$ cat config.mk
export PLATFORM = sky130hd
export DESIGN_NAME = ws2812_frame_reader
export DESIGN_NICKNAME = d
export VERILOG_FILES = /design/src/rtl/ws2812_pkg.sv /design/src/rtl/pixel_out_reg.sv /design/src/rtl/ws2812_frame_reader.sv
export SDC_FILE = /design/constraint.sdc
export NUM_CORES = 1
export LEC_CHECK = 0
export ABC_CLOCK_PERIOD_IN_PS = 3700
export BUFFER_PORTS_ARGS = -buffer_cell sky130_fd_sc_hd__buf_2
export CAP_MARGIN = 40
export CORE_ASPECT_RATIO = 0.9
export CORE_MARGIN = 3
export CORE_UTILIZATION = 55
export DETAILED_ROUTE_END_ITERATION = 7
export PLACE_DENSITY = 0.79
export RECOVER_POWER = 100
export SYNTH_ARGS = -nofsm -noshare
export SYNTH_HDL_FRONTEND = slang
export SYNTH_SLANG_ARGS = --single-unit
$ cat constraint.sdc
create_clock -name clk -period 3.7 [get_ports clk]
set_clock_uncertainty 0.1 [all_clocks]
set_input_delay 0.37 -clock clk [delete_from_list [all_inputs] [get_ports clk]]
set_output_delay 0.37 -clock clk [all_outputs]
set_load 0.05 [all_outputs]
$ cat src/rtl/ws2812_pkg.sv
// Shared types and constants for the WS2812B frame fetch path.
package ws2812_pkg;

  localparam int PIX_W   = 24;
  localparam int SRAM_AW = 17;

  localparam logic [1:0] BYTE_G = 2'd0;
  localparam logic [1:0] BYTE_R = 2'd1;
  localparam logic [1:0] BYTE_B = 2'd2;

  typedef enum logic [1:0] {
    ST_IDLE,
    ST_REQ,
    ST_GAP,
    ST_HOLD
  } state_e;

endpackage

$ cat src/rtl/pixel_out_reg.sv
// Single-entry valid/ready holding register between the fetch FSM and the LED serialiser.
module pixel_out_reg
  import ws2812_pkg::*;
(
  input  logic             clk_i,
  input  logic             rst_i,
  input  logic             load_i,
  input  logic [PIX_W-1:0] data_i,
  input  logic             ready_i,
  output logic             valid_o,
  output logic [PIX_W-1:0] data_o,
  output logic             free_o,
  output logic             accept_o
);

  logic             valid_q, valid_d;
  logic [PIX_W-1:0] data_q, data_d;

  assign accept_o = valid_q && ready_i;
  // Free when empty or being drained at this edge, so load and accept may coincide.
  assign free_o   = !valid_q || ready_i;
  assign valid_o  = valid_q;
  assign data_o   = data_q;

  always_comb begin
    valid_d = valid_q;
    data_d  = data_q;
    if (accept_o) valid_d = 1'b0;
    if (load_i) begin
      valid_d = 1'b1;
      data_d  = data_i;
    end
  end

  always_ff @(posedge clk_i or posedge rst_i) begin
    if (rst_i) begin
      valid_q <= 1'b0;
      data_q  <= '0;
    end else begin
      valid_q <= valid_d;
      data_q  <= data_d;
    end
  end

endmodule

$ cat src/rtl/ws2812_frame_reader.sv
// Walks a frame of GRB byte triplets in SRAM and hands assembled pixels to the serialiser.
module ws2812_frame_reader
  import ws2812_pkg::*;
#(
  parameter int                 NUM_LEDS  = 64,
  parameter logic [SRAM_AW-1:0] BASE_ADDR = 17'h00000
) (
  input  logic               clk,
  input  logic               reset,
  input  logic               start,
  output logic               busy,
  output logic               frame_done,
  output logic [SRAM_AW-1:0] r_address,
  output logic               r_request,
  input  logic               r_done,
  input  logic [7:0]         r_data,
  output logic [PIX_W-1:0]   pix_data,
  output logic               pix_valid,
  input  logic               pix_ready
);

  localparam logic [15:0] LAST_IDX = 16'(NUM_LEDS - 1);

  state_e             state_q, state_d;
  logic [15:0]        pix_idx_q, pix_idx_d;
  logic [1:0]         byte_idx_q, byte_idx_d;
  logic [SRAM_AW-1:0] addr_q, addr_d;
  logic [PIX_W-1:0]   asm_q, asm_d;
  logic               busy_q, busy_d;
  logic               frame_done_q, frame_done_d;
  logic               last_loaded_q, last_loaded_d;

  logic out_load, out_free, out_accept;

  pixel_out_reg u_out (
    .clk_i    (clk),
    .rst_i    (reset),
    .load_i   (out_load),
    .data_i   (asm_q),
    .ready_i  (pix_ready),
    .valid_o  (pix_valid),
    .data_o   (pix_data),
    .free_o   (out_free),
    .accept_o (out_accept)
  );

  assign busy       = busy_q;
  assign frame_done = frame_done_q;
  assign r_address  = addr_q;
  assign r_request  = (state_q == ST_REQ);

  always_comb begin
    state_d       = state_q;
    pix_idx_d     = pix_idx_q;
    byte_idx_d    = byte_idx_q;
    addr_d        = addr_q;
    asm_d         = asm_q;
    busy_d        = busy_q;
    frame_done_d  = 1'b0;
    last_loaded_d = last_loaded_q;
    out_load      = 1'b0;

    if (out_accept && last_loaded_q) begin
      busy_d        = 1'b0;
      frame_done_d  = 1'b1;
      last_loaded_d = 1'b0;
    end

    case (state_q)
      ST_IDLE: begin
        // frame_done_q gate drops a start that lands in the frame_done cycle
        if (start && !busy_q && !frame_done_q) begin
          busy_d     = 1'b1;
          pix_idx_d  = '0;
          byte_idx_d = BYTE_G;
          addr_d     = BASE_ADDR;
          asm_d      = '0;
          state_d    = ST_REQ;
        end
      end
      ST_REQ: begin
        if (r_done) begin
          case (byte_idx_q)
            BYTE_G:  asm_d[23:16] = r_data;
            BYTE_R:  asm_d[15:8]  = r_data;
            default: asm_d[7:0]   = r_data;
          endcase
          byte_idx_d = byte_idx_q + 2'd1;
          addr_d     = addr_q + 17'd1;
          state_d    = ST_GAP;
        end
      end
      ST_GAP, ST_HOLD: begin
        if (state_q == ST_GAP && byte_idx_q <= BYTE_B) begin
          state_d = ST_REQ;
        end else if (out_free) begin
          out_load = 1'b1;
          if (pix_idx_q == LAST_IDX) begin
            last_loaded_d = 1'b1;
            state_d       = ST_IDLE;
          end else begin
            pix_idx_d  = pix_idx_q + 16'd1;
            byte_idx_d = BYTE_G;
            state_d    = ST_REQ;
          end
        end else begin
          state_d = ST_HOLD;
        end
      end
      default: state_d = ST_IDLE;
    endcase
  end

  always_ff @(posedge clk or posedge reset) begin
    if (reset) begin
      state_q       <= ST_IDLE;
      pix_idx_q     <= '0;
      byte_idx_q    <= BYTE_G;
      addr_q        <= '0;
      asm_q         <= '0;
      busy_q        <= 1'b0;
      frame_done_q  <= 1'b0;
      last_loaded_q <= 1'b0;
    end else begin
      state_q       <= state_d;
      pix_idx_q     <= pix_idx_d;
      byte_idx_q    <= byte_idx_d;
      addr_q        <= addr_d;
      asm_q         <= asm_d;
      busy_q        <= busy_d;
      frame_done_q  <= frame_done_d;
      last_loaded_q <= last_loaded_d;
    end
  end

endmodule
* Word-level counts from Yosys, hierarchy flattened
Index checks and enable logic that the tools add are counted.
** Operators by class
- Muxes and demuxes :: 40
- Add/sub/neg operators :: 3
- Order comparisons :: 1
- Reduce and logical (&&, ||, !) cells :: 23
- Eq/ne operators :: 13
** Operators by type and width (count)
- 16-bit two-way mux :: 4
- 24-bit two-way mux :: 2
- 24-bit case mux with 2 select lines :: 1
- 17-bit two-way mux :: 2
- 17-bit case mux with 2 select lines :: 1
- 16-bit case mux with 2 select lines :: 1
- 8-bit two-way mux :: 3
- 2-bit two-way mux :: 9
- 17-bit by 1-bit adder with 17-bit output (second input constant) :: 1
- 16-bit by 1-bit adder with 16-bit output (second input constant) :: 1
- 16-bit by 6-bit == test with 1-bit output (second input constant) :: 1
- 1-bit two-way mux :: 15
- 2-bit case mux with 3 select lines :: 2
- 4-bit AND reduction :: 3
- 2-bit != test (second input constant) :: 5
- 5-bit AND reduction :: 2
- 2-bit by 1-bit != test with 1-bit output (second input constant) :: 3
- 2-bit nonzero test :: 3
- 1-bit logical AND :: 5
- 2-bit by 1-bit == test with 1-bit output (second input constant) :: 2
- 2-bit == test (second input constant) :: 2
- 2-bit zero test :: 2
- 2-bit OR reduction :: 2
- 1-bit zero test :: 3
- other kinds (5) :: 5
** Word-level totals
- Input port bits :: 13
- Register bits after elaboration :: 89
- Logic and storage cells :: 92
- Output and inout bits :: 45

* Depth between registers and ports, before layout
- Depth after elaboration :: 7
- Mapped depth :: 7
- Depth with buffers taken out :: 6

* By module
A second synthesis with hierarchy kept.
** Unflattened totals
- Cells, all modules :: 354
- Area total of the unflattened synthesis :: 4159.0 um^2
** Modules (own cells, without submodules)
- ws2812_frame_reader :: seq. area each 1601.5 um^2, cells each 298, instances 1, area an instance 3118.0 um^2
- pixel_out_reg :: seq. area each 625.6 um^2, cells each 56, instances 1, area an instance 1041.0 um^2

* Worst setup path before layout
No wires, ideal clock.
- Path type :: flip-flop to flip-flop
- From :: register busy_q, in the netlist busy
- To :: register asm_q[12]
- Path buffers :: 0
- Slack :: 1425 ps
- Stages on the path, launching flop included :: 5
- Data arrival time :: 2050 ps
- Setup time :: 125 ps
- Cell sequence :: dfrtp_1 > or4b_4 > a21o_1 > a21oi_2 > mux2_2
** On the way
- Word-level cells in the longest chain between the ends :: 5
** Ends and longest elaborated chain
- start, declared :: line ws2812_frame_reader.sv:29 : logic busy_q, busy_d;
- start signal, assigned :: line ws2812_frame_reader.sv:130 : busy_q <= busy_d;
- 1-bit zero test :: line ws2812_frame_reader.sv:72 : if (start && !busy_q && !frame_done_q) begin
- 1-bit logical AND (2 in series) :: line ws2812_frame_reader.sv:72
- 2-bit != test (no source line)
- 4-bit AND reduction (no source line)
- end signal, assigned :: line ws2812_frame_reader.sv:129 : asm_q <= asm_d;
- end, declared :: line ws2812_frame_reader.sv:28 : logic [PIX_W-1:0] asm_q, asm_d;
No other way between the ends.
A chain may end at the register's enable or synchronous reset.

* Worst setup path after layout
- From :: register state_q[0]
- To :: register asm_q[13]
** On the way
- Word-level cells in the longest chain between the ends :: 3
- Elaborated cells on any way between the ends :: 8
- Classes of those cells :: eq/ne (4); mux (1); reduce/logical (3)
** Ends and longest elaborated chain
- start, declared :: line ws2812_frame_reader.sv:24 : state_e state_q, state_d;
- start signal, assigned :: line ws2812_frame_reader.sv:125 : state_q <= state_d;
- 2-bit by 1-bit == test with 1-bit output / 2-bit zero test (equally long branches) :: line ws2812_frame_reader.sv:69 : case (state_q)
- 2-bit by 1-bit != test with 1-bit output (no source line) (tied with other cells)
- 4-bit AND reduction (no source line)
Parallel ways exist; a longest one is shown, timed or not.

==> summary.md <==
| Metric | Value |
|---|---|
| Status | finished, final reports clean |
| Critical path buffers and inverters | 0 |
| GR Util All Layers | 20.5% |
| Worst EP required | 3.85 ns |
| # port buffers | 57 |
| Syn Area/Cell | 11.6 um^2 |
| Yosys warning count | 0 |
| Hold Vio Cnt, Final | 0 |
| Drt via density | 5.64 |
| Critical path's top delay family | compound AO/OA/AOI/OAI gates |
| Layout cells sized above 1 | 16.8% |
| WL/cell | 16.1 um |
| Ant diodes | 0 |
| Final min period | 2.70 ns |
| Final ANT Viol Nets | 0 |
| R2r setup slk | 1.00 ns |
| Final slew viol count | 0 |
| Reg-to-Reg End | asm_q[13]$_DFFE_PP0P_ |
| Post-Syn Instances | 352 |
| Leading cell type in the layout, fill and taps excluded | dfrtp_1 |
| PnR worst setup slack | 1.00 ns |
| Crit-path max FO | 13 |
| Synthesized cell area | 4070 um^2 |
| CTS Buffer Depth | 2 |
| Worst slew pin tran | 1.41 ns |
| Hold path start | r_done |
| Fillers | 590 |
| Iteration-0 DRC Markers | 119 |
| WHS Endpoint | state_q[0]$_DFFE_PP0P_ |
| Unique masters post-synth | 51 |
| Max cap viols | 0 |
| Fmax | 371 MHz |
| HP Class | in2reg |
| Commonest non-fill, non-tap cells in the layout | dfrtp_1, clkbuf_1, mux2_2 |
| Overflow after GRT | 0 |
| Gpl congestion | 0.868 |
| Endpoints failing setup | 0 |
| Worst r2r src | state_q[0]$_DFFE_PP0P_ |
| Period utilisation layout | 72.8% |
| Reg2reg path depth | 4 |
| Htree depth | 3 |
| Setup WS pre-CTS | 1.28 ns |
| Yosys reg bits | 89 |
| CTS sink count | 89 |
| Largest stage delay, worst path | 0.71 ns |
| Net Count, Synth | 370 |
| Drt pass-1 iters | 4 |
| Power density over the cells | 637 nW/um^2 |
| Post-DP HPWL | 5790 um |
| Worst path arrival time | 2.84 ns |
| Post-synth top flop | dfrtp_1 |
| Initial antenna violation count | 0 |
| Critical path class | reg2reg |
| Root Driver | clkbuf_8 |
| Cell row count | 29 |
| CTS tree | built |
| First-pass GRT wire length | 13,900 um |
| Layout area overhead | 11.2% |
| Vias | 2,869 |
| RSZ-0062 raised after global routing | false |
| Cell depth of the worst hold path | 2 |
| Worst-Skew Late Latency | 0.36 ns |
| Initial core utilization | 57.3% |
| EDFF count, synth | 0 |
| Clock buffer count from CTS | 9 |
| Sequential fraction of the synthesis area | 54.7% |
| DRC errors left | 0 |
| # IOs | 58 |
| Post-CTS Resized | 0 |
| Post-CTS setup buffer count | 0 |
| Asr flop ratio synth | 100% |
| Die X | 96.7 um |
| CP Capture Type | flop |
| Static leakage | 2.09 nW |
| Routed WL | 8210 um |
| Vias in the first global route | 2,830 |
| Relative slew slack | 6.32% |
| Pwr Total | 2.89 mW |
| CP max-delay cell | a21oi_1 |
| CP Cell Sequence | or4b_1 -> a21o_1 -> a21oi_1 -> mux2_2 |
| Core area | 7110 um^2 |
| Worst-path clk slew | 0.08 ns |
| VDD IR max | 595 uV |
| Final setup TNS | 0 ns |
| Final #Nets | 430 |
| Die area | 8470 um^2 |
| Die Ht | 87.6 um |
| Setup crit start kind | flop |
| Largest net degree at the start of global routing | 38 |
==> per-layer routing <==
| metal | vias to the layer above | routed length, um | GRT usage [%] |
|---|---|---|---|
| met5 | - | 0 | 0 |
| met4 | 0 | 87 | 6.25 |
| met3 | 6 | 376 | 5.41 |
| met2 | 65 | 3840 | 33.0 |
| met1 | 1420 | 3910 | 27.7 |
| li1 | 1378 | - | - |
==> timing repair <==
action	in CTS	in global routing
setup endpoints to repair	0	0
hold buffers	1	0
hold endpoints to repair	24	0
==> logic make-up after synthesis <==
| family | Yosys count | synth area share [%] |
|---|---|---|
| flip-flops | 89 | 54.7 |
| adder cells (fa/ha/maj) | 5 | 1.54 |
| multiplexers | 48 | 13.3 |
| AO/OA/AOI/OAI | 58 | 8.91 |
| buffers and inverters | 21 | 2.30 |
| AND/OR/NAND/NOR | 121 | 17.1 |
| XOR/XNOR | 10 | 2.15 |
==> how the worst max path moves through the flow <==
stage                      startpoint                        end  slack, ns  depth (start not counted)
3_3_place_gp   state_q[0]$_DFFE_PP0P_       asm_q[1]$_DFFE_PP0P_       1.32                          4
2_1_floorplan                   reset       asm_q[0]$_DFFE_PP0P_       0.92                          1
3_5_place_dp   state_q[0]$_DFFE_PP0P_  r_address[16]$_DFFE_PP0P_       1.28                          5
5_1_grt                         reset       asm_q[9]$_DFFE_PP0P_       0.65                          4
4_1_cts        state_q[0]$_DFFE_PP0P_       asm_q[2]$_DFFE_PP0P_       1.27                          4
6_report       state_q[0]$_DFFE_PP0P_      asm_q[13]$_DFFE_PP0P_       1.00                          4
==> cell usage after synthesis (all sizes together) (6+ instances only) <==
cell,number,area [um^2]
a21oi,10,57.6
and2,14,87.6
clkbuf,7,26.3
dfrtp,89,2230
inv,9,33.8
mux2,48,541
nand2,26,97.6
nand3,11,55.1
nand4,7,43.8
nor2,21,83.8
nor3,6,35.0
o21ai,23,115
or3,6,37.5
xnor2,8,70.1
==> per-stage QoR <==
stage | hold WS [ns] | cells | instance area [um^2] | util, %
after CTS | 0.157 | 509 | 4650 | 65.3
after global routing | 0.161 | 509 | 4530 | 63.7
after detailed placement | 0.285 | 493 | 4440 | 62.4
after floorplan | 0.343 | 352 | 4070 | -
after global placement | 0.278 | 493 | 4440 | 62.4
final | 0.169 | 509 | 4530 | 63.7
==> state kept, by name, indices dropped and copies added, names as in the netlist <==
register       flops
state_q            2
busy               1
frame_done         1
r_address         17
asm_q             24
byte_idx_q         2
u_out.valid_o      1
last_loaded_q      1
pix_idx_q         16
u_out.data_o      24
==> worst reg2reg max path: cells and delay by family, from the launching register on <==
family,cells,cell delay [ns]
multiplexers,1,0.41
AO/OA/AOI/OAI,2,0.95
flip-flops,1,0.51
AND/OR/NAND/NOR,1,0.62
==> final cells by class <==
class                   instances  area, um^2  area share, %
flip-flops and latches         89        2230           49.2
clock buffers                  10         138           3.04
inverters                       9        35.0          0.774
multi-input cells             242        1700           37.4
well taps                      93         116           2.57
clock inverters                 5        61.3           1.35
repair buffers                 61         255           5.64
==> power by group <==
part	internal, mW	switching [mW]
logic	0.245	0.607
clock network	0.333	0.344
registers	1.19	0.170
total	1.76	1.12
Power figures use the tool's default switching activity.
